===== src/rtl/ce_pkg.sv =====
// Shared types and width helpers for the CE scheduler slice.
package ce_pkg;

  typedef enum logic [2:0] {
    ST_IDLE,
    ST_WREQ,
    ST_WWAIT,
    ST_STREAM,
    ST_DRAIN,
    ST_DONE
  } state_t;

  localparam int unsigned CL_OUT_DEF = 4;
  localparam int unsigned OUT_W_DEF  = 8;
  localparam int unsigned OUT_H_DEF  = 8;
  localparam int unsigned W_LAT_DEF  = 2;
  localparam int unsigned CE_LAT_DEF = 4;

  // Ceiling log2, never below 1 so single-value fields keep a legal width.
  function automatic int unsigned clog2(input int unsigned v);
    int unsigned r;
    r = 0;
    for (int unsigned i = 0; i < 31; i++) begin
      if ((32'd1 << i) < v) r = i + 1;
    end
    return (r == 0) ? 1 : r;
  endfunction

endpackage


===== src/rtl/ce_sched_xy_cnt.sv =====
// Raster window counter: x advances per enable, wraps into y; flags the final position.
module ce_sched_xy_cnt import ce_pkg::*; #(
  parameter int unsigned OUT_W = OUT_W_DEF,
  parameter int unsigned OUT_H = OUT_H_DEF,
  localparam int unsigned XW = clog2(OUT_W),
  localparam int unsigned YW = clog2(OUT_H)
) (
  input  logic          clk,
  input  logic          rst,
  input  logic          clr,
  input  logic          en,
  output logic [XW-1:0] x,
  output logic [YW-1:0] y,
  output logic          last
);

  localparam logic [XW-1:0] X_MAX = XW'(OUT_W - 1);
  localparam logic [YW-1:0] Y_MAX = YW'(OUT_H - 1);

  assign last = (x == X_MAX) && (y == Y_MAX);

  always_ff @(posedge clk or posedge rst) begin
    if (rst) begin
      x <= '0;
      y <= '0;
    end else if (clr) begin
      x <= '0;
      y <= '0;
    end else if (en) begin
      if (x == X_MAX) begin
        x <= '0;
        y <= (y == Y_MAX) ? '0 : y + YW'(1);
      end else begin
        x <= x + XW'(1);
      end
    end
  end

endmodule


===== src/rtl/ce_sched.sv =====
// Sequences one CE engine over an output map: weight fetch, window stream, pipeline drain per filter.
module ce_sched import ce_pkg::*; #(
  parameter int unsigned CL_OUT = CL_OUT_DEF,
  parameter int unsigned OUT_W  = OUT_W_DEF,
  parameter int unsigned OUT_H  = OUT_H_DEF,
  parameter int unsigned W_LAT  = W_LAT_DEF,
  parameter int unsigned CE_LAT = CE_LAT_DEF,
  localparam int unsigned FW = clog2(CL_OUT),
  localparam int unsigned XW = clog2(OUT_W),
  localparam int unsigned YW = clog2(OUT_H),
  localparam int unsigned AW = clog2(CL_OUT * OUT_W * OUT_H)
) (
  input  logic          clk,
  input  logic          rst,
  input  logic          start,
  output logic          busy,
  output logic          done,
  output logic          err,
  output logic          w_rd_en,
  output logic [FW-1:0] w_rd_addr,
  output logic          w_load,
  input  logic          win_valid,
  output logic          win_ready,
  output logic [XW-1:0] win_x,
  output logic [YW-1:0] win_y,
  output logic          ce_en_in,
  input  logic          ce_en_out,
  output logic          res_we,
  output logic [AW-1:0] res_addr
);

  localparam int unsigned OW = clog2(CE_LAT + 2);
  localparam int unsigned LW = clog2(W_LAT + 1);
  localparam int unsigned TW = clog2(4 * CE_LAT);
  localparam logic [TW-1:0] TMO_MAX  = TW'(4 * CE_LAT - 1);
  localparam logic [FW-1:0] FILT_MAX = FW'(CL_OUT - 1);

  state_t        state;
  logic [FW-1:0] filt;
  logic [LW-1:0] lat_cnt;
  logic [OW-1:0] outst;
  logic [TW-1:0] tmo;
  logic [AW-1:0] res_cnt;
  logic          start_acc;
  logic          out_ok;
  logic          stray;
  logic          tmo_fire;
  logic          xy_last;

  assign start_acc = (state == ST_IDLE) && start;
  assign out_ok    = ce_en_out && (outst != '0);
  assign stray     = ce_en_out && (outst == '0);
  assign tmo_fire  = (state == ST_DRAIN) && !ce_en_out && (outst != '0) && (tmo == TMO_MAX);

  assign ce_en_in  = win_valid & win_ready;
  assign res_we    = out_ok & busy;
  assign w_rd_addr = filt;
  assign res_addr  = res_cnt;

  ce_sched_xy_cnt #(
    .OUT_W(OUT_W),
    .OUT_H(OUT_H)
  ) u_xy (
    .clk (clk),
    .rst (rst),
    .clr (start_acc),
    .en  (ce_en_in),
    .x   (win_x),
    .y   (win_y),
    .last(xy_last)
  );

  always_ff @(posedge clk or posedge rst) begin
    if (rst) begin
      state     <= ST_IDLE;
      busy      <= 1'b0;
      done      <= 1'b0;
      err       <= 1'b0;
      w_rd_en   <= 1'b0;
      w_load    <= 1'b0;
      win_ready <= 1'b0;
      filt      <= '0;
      lat_cnt   <= '0;
    end else begin
      done    <= 1'b0;
      w_rd_en <= 1'b0;
      w_load  <= 1'b0;
      case (state)
        ST_IDLE: begin
          if (start) begin
            state   <= ST_WREQ;
            busy    <= 1'b1;
            w_rd_en <= 1'b1;
            filt    <= '0;
            err     <= 1'b0;
          end
        end
        ST_WREQ: begin
          state   <= ST_WWAIT;
          lat_cnt <= LW'(1);
          w_load  <= (W_LAT == 1);
        end
        // w_load is raised one cycle early so it appears on the final WWAIT cycle.
        ST_WWAIT: begin
          if (lat_cnt == LW'(W_LAT)) begin
            state     <= ST_STREAM;
            win_ready <= 1'b1;
          end else begin
            lat_cnt <= lat_cnt + LW'(1);
            w_load  <= ((lat_cnt + LW'(1)) == LW'(W_LAT));
          end
        end
        ST_STREAM: begin
          if (ce_en_in && xy_last) begin
            state     <= ST_DRAIN;
            win_ready <= 1'b0;
          end
        end
        ST_DRAIN: begin
          if (tmo_fire) begin
            state <= ST_IDLE;
            busy  <= 1'b0;
            err   <= 1'b1;
          end else if (outst == '0) begin
            if (filt == FILT_MAX) begin
              state <= ST_DONE;
              done  <= 1'b1;
            end else begin
              filt    <= filt + FW'(1);
              state   <= ST_WREQ;
              w_rd_en <= 1'b1;
            end
          end
        end
        ST_DONE: begin
          state <= ST_IDLE;
          busy  <= 1'b0;
        end
        default: begin
          state     <= ST_IDLE;
          busy      <= 1'b0;
          win_ready <= 1'b0;
        end
      endcase
      if (stray) err <= 1'b1;
    end
  end

  always_ff @(posedge clk or posedge rst) begin
    if (rst) begin
      outst   <= '0;
      tmo     <= '0;
      res_cnt <= '0;
    end else begin
      if (start_acc || tmo_fire) begin
        outst <= '0;
      end else if (ce_en_in && !out_ok) begin
        outst <= outst + OW'(1);
      end else if (!ce_en_in && out_ok) begin
        outst <= outst - OW'(1);
      end

      if ((state != ST_DRAIN) || ce_en_out) begin
        tmo <= '0;
      end else if (outst != '0) begin
        tmo <= tmo + TW'(1);
      end

      if (start_acc) begin
        res_cnt <= '0;
      end else if (res_we) begin
        res_cnt <= res_cnt + AW'(1);
      end
    end
  end

endmodule


===== config.mk =====
export PLATFORM = sky130hd
export DESIGN_NAME = ce_sched
export DESIGN_NICKNAME = d
export VERILOG_FILES = /design/src/rtl/ce_pkg.sv /design/src/rtl/ce_sched_xy_cnt.sv /design/src/rtl/ce_sched.sv
export SDC_FILE = /design/constraint.sdc
export NUM_CORES = 1
export LEC_CHECK = 0
export ABC_AREA = 1
export CORE_AREA = 2 2 82 84
export DETAILED_ROUTE_END_ITERATION = 10
export DIE_AREA = 0 0 84 86
export PLACE_DENSITY = 0.47
export SYNTH_ARGS = -nofsm -noshare
export SYNTH_HDL_FRONTEND = slang
export SYNTH_SLANG_ARGS = --single-unit
export TNS_END_PERCENT = 20

===== constraint.sdc =====
create_clock -name clk -period 3.7 [get_ports clk]
set_clock_uncertainty 0.1 [all_clocks]
set_input_delay 0.37 -clock clk [delete_from_list [all_inputs] [get_ports clk]]
set_output_delay 0.37 -clock clk [all_outputs]
set_load 0.02 [all_outputs]

==> Flow_metrics.wiki <==
{| class="wikitable"
! Metric !! Value
|-
| Die X || 84 um
|-
| Initial core utilization || 0.297
|-
| I/O pin total || 29
|-
| Via total after detailed routing || 1572
|-
| Root buffer cell || sky130_fd_sc_hd__clkbuf_8
|-
| Leakage power total || 1.21 nW
|-
| Number of buffers inserted to repair setup after CTS || 0
|-
| Die ar. || 7220 um^2
|-
| Number of port buffers || 28
|-
| Via count of the first global-routing pass || 1496
|-
| Synthesized Nets || 245
|-
| Detailed-router iteration count before antenna repair || 4
|-
| Die height || 86 um
|-
| Number of fillers in the final layout || 670
|-
| Drt via density || 4.62
|-
| Hold Violations, Final || 0
|-
| RD Place Congestion || 0.744
|-
| Data required time at the worst endpoint || 3230 ps
|-
| Number of DRC markers in iteration 0 || 86
|-
| GR peak layer || met2
|-
| Power per cell area || 777 nW/um^2
|-
| Post-route worst setup slack || 1080 ps
|-
| Number of placed instances, taps included || 332
|-
| Final nets || 277
|-
| Post-CTS resize count || 0
|-
| Met2 usage in global routing || 0.184
|-
| Area occupied by multi-input gates || 850 um^2
|-
| Arrival time of the worst setup path || 2150 ps
|-
| Type of the setup path with the least slack || in2out
|-
| Fraction of final layout cells with drive strength greater than 1 || 0.0760
|-
| Final count of negative-setup-slack endpoints || 0
|-
| Total wire length || 3.99 mm
|-
| CTS tree || built
|-
| Pin count of the biggest net entering global routing || 35
|-
| Global-route wire length before repair || 7.18 mm
|-
| HPWL Detailed || 2.82 mm
|-
| Type of origin of the critical path || input port
|-
| Netlist area before placement || 1860 um^2
|-
| Num Clock Sinks || 34
|-
| Average wire per cell in the routed design || 11.7 um
|-
| Clock transition at the register clock pins on the worst setup and hold paths after CTS || 70 ps
|-
| Final Instance Count excl. Fillers || 340
|-
| Clock latency at the later pin of the worst-skew pair || 290 ps
|-
| Crit. End Element || primary output
|-
| Remaining design rule violation count || 0
|-
| Max Cap Violations || 0
|-
| Worst slew margin relative to its limit || 0.683
|-
| Antenna Diode Count || 0
|-
| Number of antenna violations at the first check in global routing || 0
|-
| Worst setup timing slack at the placement stage || 1080 ps
|-
| Post-Syn Instances || 230
|-
| GRT Util Overall || 0.125
|-
| Classification of the worst-slack hold path || in2async
|-
| Area growth from synthesis to layout || 23.8%
|-
| Grt met3 use || 0.0318
|-
| Sequential cell area fraction in the yosys report || 0.456
|-
| Post-DRT Antenna Nets || 0
|-
| Sequential cell area || 851 um^2
|-
| FF+latch count, synth || 34
|-
| Hold buffer count at CTS || 0
|-
| Global-route track usage on met1 || 0.176
|-
| Unique cell type count in the Yosys netlist || 28
|-
| Clock buffer depth || 2
|-
| Status || finished, final reports clean
|-
| Yosys warning total || 0
|-
| Final total negative setup slack || 0 ps
|-
| CTS buffer count || 5
|-
| Min cycle time layout || 2620 ps
|-
| Unrepaired setup endpoints after global routing || false
|-
| CTS H-tree depth || 2
|-
| IR drop worst, VDD || 342 uV
|-
| Maximum frequency from static timing analysis || 381 MHz
|-
| Worst slew pin tran || 475 ps
|-
| Crit Path Max Fanout || 8
|-
| Part of the cycle the worst path needs || 0.709
|-
| Overflow left after global routing || 0
|-
| Synthesized area divided by synthesized cell count || 8.11 um^2
|-
| Count of final max-slew check failures || 0
|-
| Post-route worst hold slack || 385 ps
|-
| Site row count || 29
|-
| Core Region || 6280 um^2
|}
## final timing paths
path	startpoint	end	slack (ps)	depth (start not counted)
min	rst	win_ready	390	3
max in group asynchronous	rst	err	2790	3
max	ce_en_out	res_we	1080	4
min reg2reg	w_rd_addr[0]	w_rd_addr[0]	410	1
min in group clk	w_rd_addr[0]	w_rd_addr[0]	410	1
max reg2reg	outst[2]	outst[2]	1720	9
## synthesized netlist by cell type
library cell	number	area, um^2
sky130_fd_sc_hd__o211ai_1	1	7.51
sky130_fd_sc_hd__a21oi_1	4	20.0
sky130_fd_sc_hd__nand3b_1	2	15.0
sky130_fd_sc_hd__o21ai_1	2	10.0
sky130_fd_sc_hd__nor2_1	28	105
sky130_fd_sc_hd__inv_1	33	124
sky130_fd_sc_hd__nor3_1	7	35.0
sky130_fd_sc_hd__o22ai_1	1	6.26
sky130_fd_sc_hd__nor2_4	1	11.3
sky130_fd_sc_hd__ha_1	9	113
sky130_fd_sc_hd__nor2_8	1	20.0
sky130_fd_sc_hd__fa_1	1	20.0
sky130_fd_sc_hd__nand3_2	4	40.0
sky130_fd_sc_hd__nand4_1	6	37.5
sky130_fd_sc_hd__nand2_4	1	11.3
sky130_fd_sc_hd__o21ai_0	14	70.1
sky130_fd_sc_hd__nand3_1	13	65.1
sky130_fd_sc_hd__nor4_1	1	6.26
sky130_fd_sc_hd__and3_1	1	6.26
sky130_fd_sc_hd__inv_2	2	7.51
sky130_fd_sc_hd__buf_6	2	22.5
sky130_fd_sc_hd__buf_2	2	10.0
sky130_fd_sc_hd__nand2_1	52	195
sky130_fd_sc_hd__or2_2	1	6.26
sky130_fd_sc_hd__dfrtp_1	34	851
sky130_fd_sc_hd__xor2_1	2	17.5
sky130_fd_sc_hd__nand2_2	2	12.5
sky130_fd_sc_hd__a31oi_1	3	18.8
## sequential cells by signal, summed over array words and instances, names as in the netlist
register	count
lat_cnt	2
busy	1
win_ready	1
u_xy.x	3
done	1
state	3
u_xy.y	3
err	1
w_load	1
w_rd_en	1
outst	3
w_rd_addr	2
tmo	4
res_addr	8
## cell type report
type,instances,area share
clock buffers,7,0.0374
clock inverters,1,0.00217
inverters,35,0.0569
multi-input cells,157,0.368
flip-flops and latches,34,0.369
well taps,77,0.0418
repair buffers,29,0.125
## worst max-delay path: stages
cell and delay, ps:
sky130_fd_sc_hd__clkdlybuf4s50_1 730, sky130_fd_sc_hd__nand3_2 230, sky130_fd_sc_hd__inv_1 190, sky130_fd_sc_hd__clkdlybuf4s50_1 630
## kinds of logic after synthesis
logic type | after synthesis | share of synthesized area
buf+inv | 39 | 0.0879
xor+xnor | 2 | 0.00940
compound gates | 25 | 0.0711
simple gates | 120 | 0.304
fa+ha+maj | 10 | 0.0711
flops | 34 | 0.456
## layout by cell type, fill, tap and decap left out, drive strengths merged
cell / n
nand2: 55
inv: 35
dfrtp: 34
nor2: 30
clkdlybuf4s50: 28
nand3: 17
o21ai: 16
ha: 9
nor3: 7
clkbuf: 7
nand4: 6
a21oi: 4
a31oi: 3
xor2: 2
nand3b: 2
o211ai: 1
and3: 1
nor4: 1
o22ai: 1
or2: 1
fa: 1
clkinv: 1
buf: 1
## stage by stage
stage          instance area, um^2  power [W]  utilization
2_1_floorplan                 1860    0.00121            -
3_3_place_gp                  2220    0.00151        0.353
3_5_place_dp                  2220    0.00151        0.353
4_1_cts                       2310    0.00182        0.368
5_1_grt                       2310    0.00197        0.368
6_report                      2310    0.00179        0.368
## routing by layer
layer,up-vias,wire [um]
met5,-,0
met4,0,73
met3,8,154
met2,31,1740
met1,729,2030
li1,804,-
## power by group
group / switching [W] / internal [W] / total (W)
sequential: 0.000139 / 0.000508 / 0.000647
clock: 0.000142 / 0.000150 / 0.000292
combinational: 0.000503 / 0.000352 / 0.000855
total: 0.000783 / 0.00101 / 0.00179
No activity file was read; power rests on OpenSTA's default activity.
